`src/rtl/riio_pwr_seq_if.sv`:
```
// riio_pwr_seq_if: supply-good inputs and pad-ring control outputs of the power sequencer
interface riio_pwr_seq_if;
  logic       vddiox_ok_a;
  logic       vddio_ok_a;
  logic       down_req;
  logic       fault_clr;
  logic       pad_ret;
  logic       pad_ioen;
  logic       pwr_good;
  logic       down_ack;
  logic       fault;
  logic [2:0] state;
  modport master (
    input  vddiox_ok_a, vddio_ok_a, down_req, fault_clr,
    output pad_ret, pad_ioen, pwr_good, down_ack, fault, state
  );
  modport slave (
    output vddiox_ok_a, vddio_ok_a, down_req, fault_clr,
    input  pad_ret, pad_ioen, pwr_good, down_ack, fault, state
  );
endinterface

```
`src/rtl/riio_pwr_seq.sv`:
```
// riio_pwr_seq: orders pad retention and output-enable against VDDIOX/VDDIO supply-good
module riio_pwr_seq #(
  parameter int SYNC_STAGES  = 2,
  parameter int CNT_W        = 8,
  parameter int DEBOUNCE_CYC = 100,
  parameter int STEP_CYC     = 16
) (
  input  logic           clk,
  input  logic           rst,
  riio_pwr_seq_if.master bus
);
  typedef enum logic [2:0] {
    OFF, DEBOUNCE, REL_RET, EN_IO, ON, DIS_IO, SET_RET, DOWN
  } st_t;
  st_t                    state_q, state_d;
  logic [SYNC_STAGES-1:0] x_sync_q, io_sync_q;
  logic [CNT_W-1:0]       cnt_q, cnt_d;
  logic                   pend_q, pend_d;
  logic                   fault_q, fault_d;
  logic                   ret_q, ret_d;
  logic                   ioen_q, ioen_d;
  logic                   good_q, good_d;
  logic                   ack_q, ack_d;
  logic                   ok, brown, step_done, deb_done;
  assign ok        = x_sync_q[SYNC_STAGES-1] & io_sync_q[SYNC_STAGES-1];
  assign brown     = !ok && (state_q inside {REL_RET, EN_IO, ON, DIS_IO, SET_RET});
  assign step_done = cnt_q == CNT_W'(STEP_CYC - 1);
  assign deb_done  = cnt_q == CNT_W'(DEBOUNCE_CYC - 1);
  // State, counter, synchronizer and registered-output flops
  always_ff @(posedge clk) begin
    if (rst) begin
      state_q   <= OFF;
      x_sync_q  <= '0;
      io_sync_q <= '0;
      cnt_q     <= '0;
      pend_q    <= 1'b0;
      fault_q   <= 1'b0;
      ret_q     <= 1'b1;
      ioen_q    <= 1'b0;
      good_q    <= 1'b0;
      ack_q     <= 1'b0;
    end else begin
      state_q   <= state_d;
      x_sync_q  <= {x_sync_q[SYNC_STAGES-2:0], bus.vddiox_ok_a};
      io_sync_q <= {io_sync_q[SYNC_STAGES-2:0], bus.vddio_ok_a};
      cnt_q     <= cnt_d;
      pend_q    <= pend_d;
      fault_q   <= fault_d;
      ret_q     <= ret_d;
      ioen_q    <= ioen_d;
      good_q    <= good_d;
      ack_q     <= ack_d;
    end
  end
  // Next state; brownout overrides every step, a power-down request seen early is held until ON
  always_comb begin
    state_d = state_q;
    if (brown) state_d = OFF;
    else
      case (state_q)
        OFF:      if (ok && !bus.down_req) state_d = DEBOUNCE;
        DEBOUNCE: state_d = !ok ? OFF : deb_done ? REL_RET : DEBOUNCE;
        REL_RET:  if (step_done) state_d = EN_IO;
        EN_IO:    if (step_done) state_d = ON;
        ON:       if (bus.down_req || pend_q) state_d = DIS_IO;
        DIS_IO:   if (step_done) state_d = SET_RET;
        SET_RET:  if (step_done) state_d = DOWN;
        DOWN:     if (!bus.down_req) state_d = OFF;
        default:  state_d = OFF;
      endcase
    cnt_d   = (state_d != state_q) ? '0
            : (state_q inside {DEBOUNCE, REL_RET, EN_IO, DIS_IO, SET_RET}) ? cnt_q + CNT_W'(1)
            : cnt_q;
    pend_d  = (state_d inside {OFF, DIS_IO}) ? 1'b0
            : (bus.down_req && (state_q inside {DEBOUNCE, REL_RET, EN_IO})) ? 1'b1
            : pend_q;
    fault_d = brown ? 1'b1 : bus.fault_clr ? 1'b0 : fault_q;
  end
  // Pad controls decoded from the state being entered so they change on the same edge
  always_comb begin
    ret_d  = !(state_d inside {REL_RET, EN_IO, ON, DIS_IO});
    ioen_d = state_d inside {EN_IO, ON};
    good_d = state_d == ON;
    ack_d  = state_d == DOWN;
  end
  assign bus.pad_ret  = ret_q;
  assign bus.pad_ioen = ioen_q;
  assign bus.pwr_good = good_q;
  assign bus.down_ack = ack_q;
  assign bus.fault    = fault_q;
  assign bus.state    = state_q;
endmodule

```
`src/flat_wrapper.sv`:
```
// flat-port wrapper written by rule: the top's interface ports become plain ports
module riio_pwr_seq_flat 
#(
  parameter int SYNC_STAGES  = 2,
  parameter int CNT_W        = 8,
  parameter int DEBOUNCE_CYC = 100,
  parameter int STEP_CYC     = 16
)
  (clk, rst, bus_vddiox_ok_a, bus_vddio_ok_a, bus_down_req, bus_fault_clr, bus_pad_ret, bus_pad_ioen, bus_pwr_good, bus_down_ack, bus_fault, bus_state);
  riio_pwr_seq_if bus_i ();
  input  logic clk;
  input  logic rst;
  input wire logic [$bits(bus_i.vddiox_ok_a)-1:0] bus_vddiox_ok_a;
  input wire logic [$bits(bus_i.vddio_ok_a)-1:0] bus_vddio_ok_a;
  input wire logic [$bits(bus_i.down_req)-1:0] bus_down_req;
  input wire logic [$bits(bus_i.fault_clr)-1:0] bus_fault_clr;
  output wire logic [$bits(bus_i.pad_ret)-1:0] bus_pad_ret;
  output wire logic [$bits(bus_i.pad_ioen)-1:0] bus_pad_ioen;
  output wire logic [$bits(bus_i.pwr_good)-1:0] bus_pwr_good;
  output wire logic [$bits(bus_i.down_ack)-1:0] bus_down_ack;
  output wire logic [$bits(bus_i.fault)-1:0] bus_fault;
  output wire logic [$bits(bus_i.state)-1:0] bus_state;
  assign bus_i.vddiox_ok_a = bus_vddiox_ok_a;
  assign bus_i.vddio_ok_a = bus_vddio_ok_a;
  assign bus_i.down_req = bus_down_req;
  assign bus_i.fault_clr = bus_fault_clr;
  assign bus_pad_ret = bus_i.pad_ret;
  assign bus_pad_ioen = bus_i.pad_ioen;
  assign bus_pwr_good = bus_i.pwr_good;
  assign bus_down_ack = bus_i.down_ack;
  assign bus_fault = bus_i.fault;
  assign bus_state = bus_i.state;
  riio_pwr_seq #(.SYNC_STAGES(SYNC_STAGES), .CNT_W(CNT_W), .DEBOUNCE_CYC(DEBOUNCE_CYC), .STEP_CYC(STEP_CYC)) u_core (.clk(clk), .rst(rst), .bus(bus_i));
endmodule
```
`config.mk`:
```
export PLATFORM = sky130hd
export DESIGN_NAME = riio_pwr_seq_flat
export DESIGN_NICKNAME = d
export VERILOG_FILES = /design/src/rtl/riio_pwr_seq_if.sv /design/src/rtl/riio_pwr_seq.sv /design/src/flat_wrapper.sv
export SDC_FILE = /design/constraint.sdc
export NUM_CORES = 1
export LEC_CHECK = 0
export CORE_MARGIN = 2
export CORE_UTILIZATION = 33
export DETAILED_ROUTE_END_ITERATION = 8
export SLEW_MARGIN = 30
export SYNTH_ARGS = -nofsm -noshare
export SYNTH_HDL_FRONTEND = slang
export SYNTH_SLANG_ARGS = --single-unit
```
`constraint.sdc`:
```
create_clock -name clk -period 2.85 [get_ports clk]
set_input_delay 0.285 -clock clk [delete_from_list [all_inputs] [get_ports clk]]
set_output_delay 0.285 -clock clk [all_outputs]
set_load 0.02 [all_outputs]
```
# [Word level (Yosys, flattened, before mapping)]
# Cells that the tools add are included.
[op_classes] addsub=1 eq_ne=15 muxes=13 n_bitwise=1 reduce_logical=18
[ops] cell="$mux W3" n=9
[ops] cell="$pmux W3 S8" n=1
[ops] cell="$eq A3 B3 Y1 const B" n=7
[ops] cell="$eq A3 B2 Y1 const B" n=4
[ops] cell="$reduce_bool A5 Y1" n=2
[ops] cell="$add A8 B1 Y8 const B" n=1
[ops] cell="$eq A8 B4 Y1 const B" n=1
[ops] cell="$eq A8 B7 Y1 const B" n=1
[ops] cell="$logic_not A3 Y1" n=2
[ops] cell="$reduce_bool A2 Y1" n=3
[ops] cell="$reduce_bool A4 Y1" n=1
[ops] cell="$reduce_or A2 Y1" n=2
[ops] cell="$eq A3 B1 Y1 const B" n=1
[ops] cell="$logic_and A1 B1 Y1" n=3
[ops] cell="$logic_not A1 Y1" n=3
[ops] cell="$ne A3 B3 Y1" n=1
[ops] cell="$reduce_bool A3 Y1" n=1
[ops] cell="$mux W1" n=2
[ops] cell="$mux W2" n=1
[ops] cell="$and A1 B1 Y1" n=1
[ops] cell="$logic_or A1 B1 Y1" n=1
[word_totals] reg_bits=21 word_cells=58

# [Longest topological paths before layout]
# Gate-level depths: netlist of run 1.
[logic_depth] depth_word=8 depth_mapped=7 ltp_nobuf=6

# [Least setup slack after synthesis of run 1]
# Ideal clock, no wire load.
[synth_timing] kind="flip-flop to flip-flop" start="register u_core.cnt_q[0]" end="register u_core.ioen_q, in the netlist u_core.bus.pad_ioen" t_arrival_ns=1.812 required_ns=2.758 path_slack_ns=0.945 stages_incl_launch_ff=7 path_buffers=0 synth_period_minus_slack_ns=1.905 cell_sequence="dfxtp_1 > ha_1 > nor3b_4 > a32o_1 > a21oi_2 > or4_1 > o32ai_1"
[synth_via] elab_chain_len=7 elab_cells_between_ends=13 cone_classes="4 x eq/ne; 8 x mux; 1 x reduce/logical"
[synth_lines] item="start, declared" line_no="riio_pwr_seq.sv:17" text="logic [CNT_W-1:0] cnt_q, cnt_d;"
[synth_lines] item="start signal, assigned" line_no="riio_pwr_seq.sv:46" text="cnt_q <= cnt_d;"
[synth_lines] item="$eq A8 B7 Y1" line_no="riio_pwr_seq.sv:28" text="assign deb_done = cnt_q == CNT_W'(DEBOUNCE_CYC - 1);"
[synth_lines] item="$mux W2" line_no="riio_pwr_seq.sv:62" text="DEBOUNCE: state_d = !ok ? OFF : deb_done ? REL_RET : DEBOUNCE;"
[synth_lines] item="$mux W3" line_no="riio_pwr_seq.sv:62"
[synth_lines] item="$pmux W3 S8 *" line_no="riio_pwr_seq.sv:60" text="case (state_q)"
[synth_lines] item="$mux W3 *" line_no="riio_pwr_seq.sv:58" text="if (brown) state_d = OFF;"
[synth_lines] item="$eq A3 B2 Y1 / $eq A3 B3 Y1 (equally long branches)" line_no="riio_pwr_seq.sv:82" text="ioen_d = state_d inside {EN_IO, ON};"
[synth_lines] item="$reduce_bool A2 Y1 *" line_no="riio_pwr_seq.sv:82"
[synth_lines] item="end signal, assigned" line_no="riio_pwr_seq.sv:50" text="ioen_q <= ioen_d;"
[synth_lines] item="end, declared" line_no="riio_pwr_seq.sv:21" text="logic ioen_q, ioen_d;"
# Mark *: on every way between the ends. The rest lies on a longest branch, timed or not.
# A chain may end at the register's enable or synchronous reset.

# [Worst setup path after layout of run 1]
[layout_timing] start="register u_core.cnt_q[0]" end="register u_core.ret_q, in the netlist u_core.bus.pad_ret"
[layout_via] elab_chain_len=8 elab_cells_between_ends=16 cone_classes="6 x eq/ne; 8 x mux; 2 x reduce/logical"
[layout_lines] item="$eq A8 B7 Y1" line_no="riio_pwr_seq.sv:28"
[layout_lines] item="$mux W2" line_no="riio_pwr_seq.sv:62"
[layout_lines] item="$mux W3" line_no="riio_pwr_seq.sv:62"
[layout_lines] item="$pmux W3 S8 *" line_no="riio_pwr_seq.sv:60"
[layout_lines] item="$mux W3 *" line_no="riio_pwr_seq.sv:58"
[layout_lines] item="$eq A3 B2 Y1 / $eq A3 B3 Y1 (equally long branches)" line_no="riio_pwr_seq.sv:81" text="ret_d = !(state_d inside {REL_RET, EN_IO, ON, DIS_IO});"
[layout_lines] item="$reduce_bool A4 Y1 *" line_no="riio_pwr_seq.sv:81"
[layout_lines] item="$logic_not A1 Y1 *" line_no="riio_pwr_seq.sv:81"
[layout_lines] item="end signal, assigned" line_no="riio_pwr_seq.sv:49" text="ret_q <= ret_d;"
[layout_lines] item="end, declared" line_no="riio_pwr_seq.sv:20" text="logic ret_q, ret_d;"
# Marks and branches as above.

==> qor.txt, run 1 <==
===========================================================================
Share of synthesized area occupied by flip-flops and latches          35.1%
H-tree depth                                                              1
Global-route usage over all layers                                    14.4%
Critical setup path kind                                            reg2reg
Proportion of layout cells with a drive suffix above 1                13.5%
Post-layout minimum cycle time                                      2.21 ns
Die width                                                           64.3 µm
Timing-limited maximum frequency                                  0.453 GHz
Yosys reg bits                                                           21
Std-Cell Core Area                                                 3420 µm²
Instance count after placement with tap cells included                  190
Number of port buffers                                                   13
Total Wirelength                                                    2.59 mm
Initial antenna violation count                                           0
Result of the run                                              finished, final reports clean
Crit path max fanout                                                      8
Largest net degree at the start of global routing                        19
Place WS                                                           0.630 ns
Layout Skew                                                      0.00673 ns
Overall via count from detail_route                                    1088
Final Max Tran Viols                                                      0
Synthesized Nets                                                        143
Aggregate global routing overflow                                         0
Initial core utilization                                              35.1%
Floorplan die height                                                64.3 µm
Layout net count                                                        156
Post-CTS Hold Buffers                                                     0
Setup Viol. Count Final                                                   0
Yosys warning total                                                       0
Antenna cells                                                             0
Worst voltage drop across the vdd grid                               205 µV
P per Cell Area                                                  335 nW/µm²
Final critical-path setup slack                                    0.641 ns
Synth cell types                                                         53
Routability congestion estimate                                       0.874
Crit start category                                               flip-flop
Inserted Clock Buffers                                                    3
First-pass GRT wire length                                          4.71 mm
Post-DR wirelength/cell                                             13.3 µm
Primary FF master, synth                                       sky130_fd_sc_hd__dfxtp_1
Async S/R FF share, synth                                                0%
Total count of hold-check failures in the final report                    0
Setup bufs post-CTS                                                       0
Initial DRC count                                                        64
Total clock sinks                                                        21
Finished Layout Cells                                                   194
Worst rel slew slack                                                  61.9%
Post-route ant nets                                                       0
Clock Pin Slew Worst Setup and Hold Paths                           0.13 ns
Final HPWL from detailed placement                                  1.95 mm
Leakage power total                                                0.449 nW
Detailed-router iteration count before antenna repair                     4
Placed cell areas                                                  1360 µm²
Fill cell total of the finished layout                                  360
Crit path required time                                             3.06 ns
Tcrit/Tclk final                                                      77.5%
Unrepaired setup endpoints after global routing                       false
Number of resized instances in the post-cts repair step                   0
Number of violations of the max-capacitance limit                         0
Transition time at the pin with the least slew margin              0.571 ns
Boundary pin count                                                       14
Number of vias per cell after detailed routing                         5.61
Master cell of the clock root buffer                           sky130_fd_sc_hd__clkbuf_4
Count of flip-flops with a built-in enable after synthesis                0
Layout overhead on the synthesized area                               15.6%
Critical path data arrival time                                     2.42 ns
Maximum buffer depth of the clock tree                                    2
Final routed DRC violation total                                          0
Average cell area after synthesis                                  8.81 µm²
Die ar.                                                            4130 µm²
Std-Cell Rows                                                            21
End-of-flow core utilization                                          40.5%
Critical Path End Type                                            flip-flop
Post-synthesis cell area                                           1200 µm²
Minimum hold slack                                                 0.453 ns
Min-Delay Path Class                                                reg2reg
Sum Neg Setup Slack                                                    0 ns
Total power                                                        0.463 mW
Via count of the first global-routing pass                             1017
Clock tree from TritonCTS                                              done
Synth Instances                                                         136
Clk_lat worst skew                                                  0.31 ns
Post-route cell area                                               1390 µm²
===========================================================================
[path summary, 6_finish.rpt]
check | startpoint | endpoint | slack (ns) | cells past startpoint
hold / removal | u_core.x_sync_q[0] | u_core.x_sync_q[1] | 0.45 | 1
setup / recovery | u_core.cnt_q[0] | u_core.bus.pad_ret | 0.64 | 6
setup reg to reg | u_core.cnt_q[0] | u_core.bus.pad_ret | 0.64 | 6
hold reg to reg | u_core.x_sync_q[0] | u_core.x_sync_q[1] | 0.45 | 1
[layer usage]
| layer | GRT usage, % | vias to the layer above | part of all wire, % |
|---|---|---|---|
| li1 | - | 531 | - |
| met1 | 19.0 | 522 | 43 |
| met2 | 23.0 | 31 | 50 |
| met3 | 3.17 | 4 | 5.0 |
| met4 | 4.79 | 0 | 1.0 |
| met5 | 0 | - | 0 |
[cells by family (layout without fill, tap and decap cells)]
group | Yosys count | count (layout) | synth area share (%)
xor gates and xnor gates | 7 | 7 | 5.11
muxes | 1 | 1 | 0.835
DFF | 21 | 21 | 35.1
AOI/OAI and AO/OA | 37 | 37 | 23.4
adders and majority gates | 1 | 1 | 1.04
and+or+nand+nor | 62 | 62 | 31.2
buffers and inverters | 7 | 19 | 3.34
[state kept, by name (all words and copies together) (netlist names)]
signal	cells
u_core.io_sync_q	2
u_core.bus.fault	1
u_core.bus.state	3
u_core.bus.down_ack	1
u_core.cnt_q	8
u_core.pend_q	1
u_core.bus.pwr_good	1
u_core.bus.pad_ret	1
u_core.bus.pad_ioen	1
u_core.x_sync_q	2
[cells in the final DEF (no fill, tap or decap), types with 3 or more instances in the layout]
cell type                         instances
sky130_fd_sc_hd__dfxtp_1                 21
sky130_fd_sc_hd__clkdlybuf4s50_1         13
sky130_fd_sc_hd__nor3_1                  11
sky130_fd_sc_hd__nor2_1                  10
sky130_fd_sc_hd__nand2_1                  8
sky130_fd_sc_hd__and2_1                   5
sky130_fd_sc_hd__nor2b_1                  5
sky130_fd_sc_hd__xor2_1                   5
sky130_fd_sc_hd__o21ai_0                  5
sky130_fd_sc_hd__a21oi_1                  4
sky130_fd_sc_hd__nand3_1                  4
sky130_fd_sc_hd__a31oi_1                  3
sky130_fd_sc_hd__a21o_1                   3
sky130_fd_sc_hd__nand4_1                  3
sky130_fd_sc_hd__clkbuf_4                 3
[critical path, stage by stage, from the launching register on]
cell and delay, ns:
sky130_fd_sc_hd__dfxtp_1 0.39, sky130_fd_sc_hd__ha_1 0.24, sky130_fd_sc_hd__nor3b_4 0.42, sky130_fd_sc_hd__nand2_1 0.13, sky130_fd_sc_hd__nor3_1 0.48, sky130_fd_sc_hd__nor3_1 0.09, sky130_fd_sc_hd__or3b_1 0.36
[cell usage after synthesis, drive strengths merged (2+ instances only)]
master | instances | area share (%)
nor2b | 5 | 2.6
a21o | 4 | 2.6
a221oi | 2 | 1.5
xnor2 | 2 | 1.5
nor3b | 2 | 2.2
nand2 | 9 | 3.4
or3b | 2 | 1.5
dfxtp | 21 | 35
and2 | 5 | 2.6
nand4 | 3 | 1.6
or2 | 2 | 1.0
nand2b | 2 | 1.0
buf | 4 | 2.4
o31a | 2 | 1.5
o22ai | 2 | 1.0
nor3 | 11 | 4.6
o21ai | 5 | 2.1
clkbuf | 2 | 0.63
xor2 | 5 | 3.7
nand3 | 4 | 1.7
a31oi | 3 | 1.6
a211oi | 2 | 1.7
a21oi | 6 | 3.1
o211ai | 2 | 1.7
nor2 | 10 | 3.1
[final cells by class]
type,instances,area [µm²],area share [%]
inverters,1,3.75,0.271
multi-input cells,108,738,53.3
flip-flops and latches,21,420,30.4
well taps,46,57.6,4.16
repair buffers,14,138,9.94
clock inverters,1,5.00,0.361
clock buffers,3,22.5,1.63
[power breakdown]
group,internal [mW],switching [mW],total [mW],leakage (nW)
Sequential,0.296,0.00130,0.298,0.170
Clock,0.0524,0.0948,0.147,0.0177
Combinational,0.0108,0.00799,0.0188,0.261
Power figures use the tool's default switching activity.
==> run 2: changes to the inputs <==
- clock period: 2.85 -> 2.1 ns (I/O delays scaled with it)
==> run 2 against run 1 <==
  * Die area is the same
  * Clock skew is 0.0068 ns higher
  * Critical path type unchanged
  * Count of clock-buffer cells in the layout grew 1
  * Sequential cell count stayed put
  * Global-route usage rose by 0.084 points
  * Largest power group unchanged
  * Largest cell class unchanged
  * First-iteration DRC count is 25% lower
  * Combinational power grew 40%
  * Final cell count rose by 4.6%
  * Maximum frequency grew 11%
  * Sequential share of layout area is 1.7 points lower
  * Highest routed layer unchanged
==> qor.txt, run 2 (same netlist as run 1, synthesis figures left out) <==
===============================================================================
Result of the run                                                  finished, final reports clean
P per Cell Area                                                      425 nW/µm²
Most flops, register                                               u_core.cnt_q
Overall via count from detail_route                                        1095
Final Max Tran Viols                                                          0
Most frequent cells in the layout                                  sky130_fd_sc_hd__dfxtp_1 (19), sky130_fd_sc_hd__clkdlybuf4s50_1 (13), sky130_fd_sc_hd__nor3_1 (11)
Worst voltage drop across the vdd grid                                   178 µV
Layout net count                                                            165
Die ar.                                                                4130 µm²
Transition time at the pin with the least slew margin                  0.492 ns
Die width                                                               64.3 µm
Tcrit/Tclk final                                                          94.7%
Critical path data arrival time                                         2.22 ns
Leakage power total                                                    0.494 nW
Critical Path End Type                                                flip-flop
Clock tree from TritonCTS                                                  done
Startpoint of the most critical setup path                         u_core.cnt_q[0]
Proportion of layout cells with a drive suffix above 1                    20.4%
Destination of the worst register-to-register timing path          u_core.bus.pad_ioen
Boundary pin count                                                           14
Number of cells traversed by the worst register-to-register path              8
Std-Cell Core Area                                                     3420 µm²
Crit start category                                                   flip-flop
Via count of the first global-routing pass                                 1042
Number of violations of the max-capacitance limit                             0
Sum Neg Setup Slack                                                        0 ns
Routability congestion estimate                                           0.903
Critical setup path kind                                                reg2reg
Maximum buffer depth of the clock tree                                        2
Clk_lat worst skew                                                      0.31 ns
Min-Delay Path Class                                                    reg2reg
Layout overhead on the synthesized area                                   23.3%
Crit path max fanout                                                          5
Sum of routed wire segments on met1                                     1.28 mm
Total count of hold-check failures in the final report                        0
Post-CTS Hold Buffers                                                         0
Instance count after placement with tap cells included                      196
Global-route usage over all layers                                        14.4%
Setup Viol. Count Final                                                       0
Initial DRC count                                                            48
Worst rel slew slack                                                      66.7%
Timing-limited maximum frequency                                      0.503 GHz
First-pass GRT wire length                                              4.69 mm
Number of port buffers                                                       13
Inserted Clock Buffers                                                        3
Fill cell total of the finished layout                                      340
Register-to-register setup slack                                        0.11 ns
Unrepaired setup endpoints after global routing                           false
Largest net degree at the start of global routing                            13
Final HPWL from detailed placement                                      2.06 mm
Detailed-router iteration count before antenna repair                         4
Flip-flop count of the largest register after layout                          8
Master cell of the clock root buffer                               sky130_fd_sc_hd__clkbuf_4
Aggregate global routing overflow                                             0
Max Used Layer                                                             met4
Antenna cells                                                                 0
Number of vias per cell after detailed routing                             5.39
Initial antenna violation count                                               0
Floorplan die height                                                    64.3 µm
Met3 wire length                                                          70 µm
Final routed DRC violation total                                              0
Initial core utilization                                                  35.1%
Most common cell after layout, fill and taps aside                 sky130_fd_sc_hd__dfxtp_1
Place WS                                                              0.0127 ns
Total clock sinks                                                            21
End-of-flow core utilization                                              43.3%
Total Wirelength                                                        2.75 mm
Post-route ant nets                                                           0
H-tree depth                                                                  1
Reg2Reg Launch Point                                               u_core.cnt_q[0]
Routed met2 length                                                      1.38 mm
Std-Cell Rows                                                                21
Minimum hold slack                                                     0.453 ns
Post-DR wirelength/cell                                                 13.5 µm
Final critical-path setup slack                                        0.111 ns
CP Capture Point                                                   u_core.bus.pad_ioen
Clock Pin Slew Worst Setup and Hold Paths                               0.12 ns
Crit path required time                                                 2.33 ns
Post-layout minimum cycle time                                          1.99 ns
Layout Skew                                                           0.0135 ns
Finished Layout Cells                                                       203
===============================================================================
[run 2: cell count changes in the layout (fill, tap and decap cells not counted), sizes merged]
| cell | change |
|---|---|
| clkinv | -1 |
| buf | +9 |
| clkbuf | +1 |
[run 2: layout make-up]
| cell class | count | area (µm²) | share of cell area, % |
|---|---|---|---|
| flip-flops and latches | 21 | 423 | 28.6 |
| inverters | 1 | 3.75 | 0.254 |
| well taps | 46 | 57.6 | 3.89 |
| clock buffers | 4 | 26.3 | 1.78 |
| multi-input cells | 108 | 762 | 51.6 |
| repair buffers | 23 | 205 | 13.9 |
[run 2: report_power, final]
part	leakage, nW	internal (mW)	switching [mW]
Sequential	0.171	0.402	0.00160
Combinational	0.308	0.0151	0.0112
Clock	0.0150	0.0741	0.124
Total	0.494	0.491	0.136
[run 2: metal layers]
layer | GRT usage (%) | vias to the layer above
li1 | - | 552
met1 | 17.5 | 519
met2 | 25.1 | 22
met3 | 2.64 | 2
met4 | 5.59 | 0
met5 | 0 | -
[run 2: timing repair]
action	CTS	global route
cloned	0	0
pin swaps	0	1
resized for setup	1	4
endpoints found under the setup margin	3	10
buffers inserted	3	0
[run 2: per-stage QoR]
stage / area (µm²) / total power, mW
2_1_floorplan: 1200 / 0.424
3_3_place_gp: 1400 / 0.438
6_report: 1480 / 0.628
3_5_place_dp: 1400 / 0.439
4_1_cts: 1460 / 0.635
5_1_grt: 1480 / 0.667
[run 2: how the worst min path moves through the flow]
stage,from,to,slack [ns],cells after the start
finish,u_core.io_sync_q[0],u_core.io_sync_q[1],0.45,1
global route,bus_vddio_ok_a,u_core.io_sync_q[0],0.43,2
CTS,bus_vddio_ok_a,u_core.io_sync_q[0],0.45,2
detailed placement,u_core.io_sync_q[0],u_core.io_sync_q[1],0.44,1
global placement,u_core.x_sync_q[0],u_core.x_sync_q[1],0.43,1
floorplan,rst,u_core.bus.fault,0.28,1
[run 2: critical path, stage by stage, from the launching register on]
cell and delay, ns:
sky130_fd_sc_hd__dfxtp_2 0.36, sky130_fd_sc_hd__ha_1 0.21, sky130_fd_sc_hd__nor3b_4 0.16, sky130_fd_sc_hd__buf_4 0.16, sky130_fd_sc_hd__buf_4 0.13, sky130_fd_sc_hd__a31oi_2 0.16
sky130_fd_sc_hd__a21oi_2 0.08, sky130_fd_sc_hd__or4_1 0.53, sky130_fd_sc_hd__o32ai_1 0.13
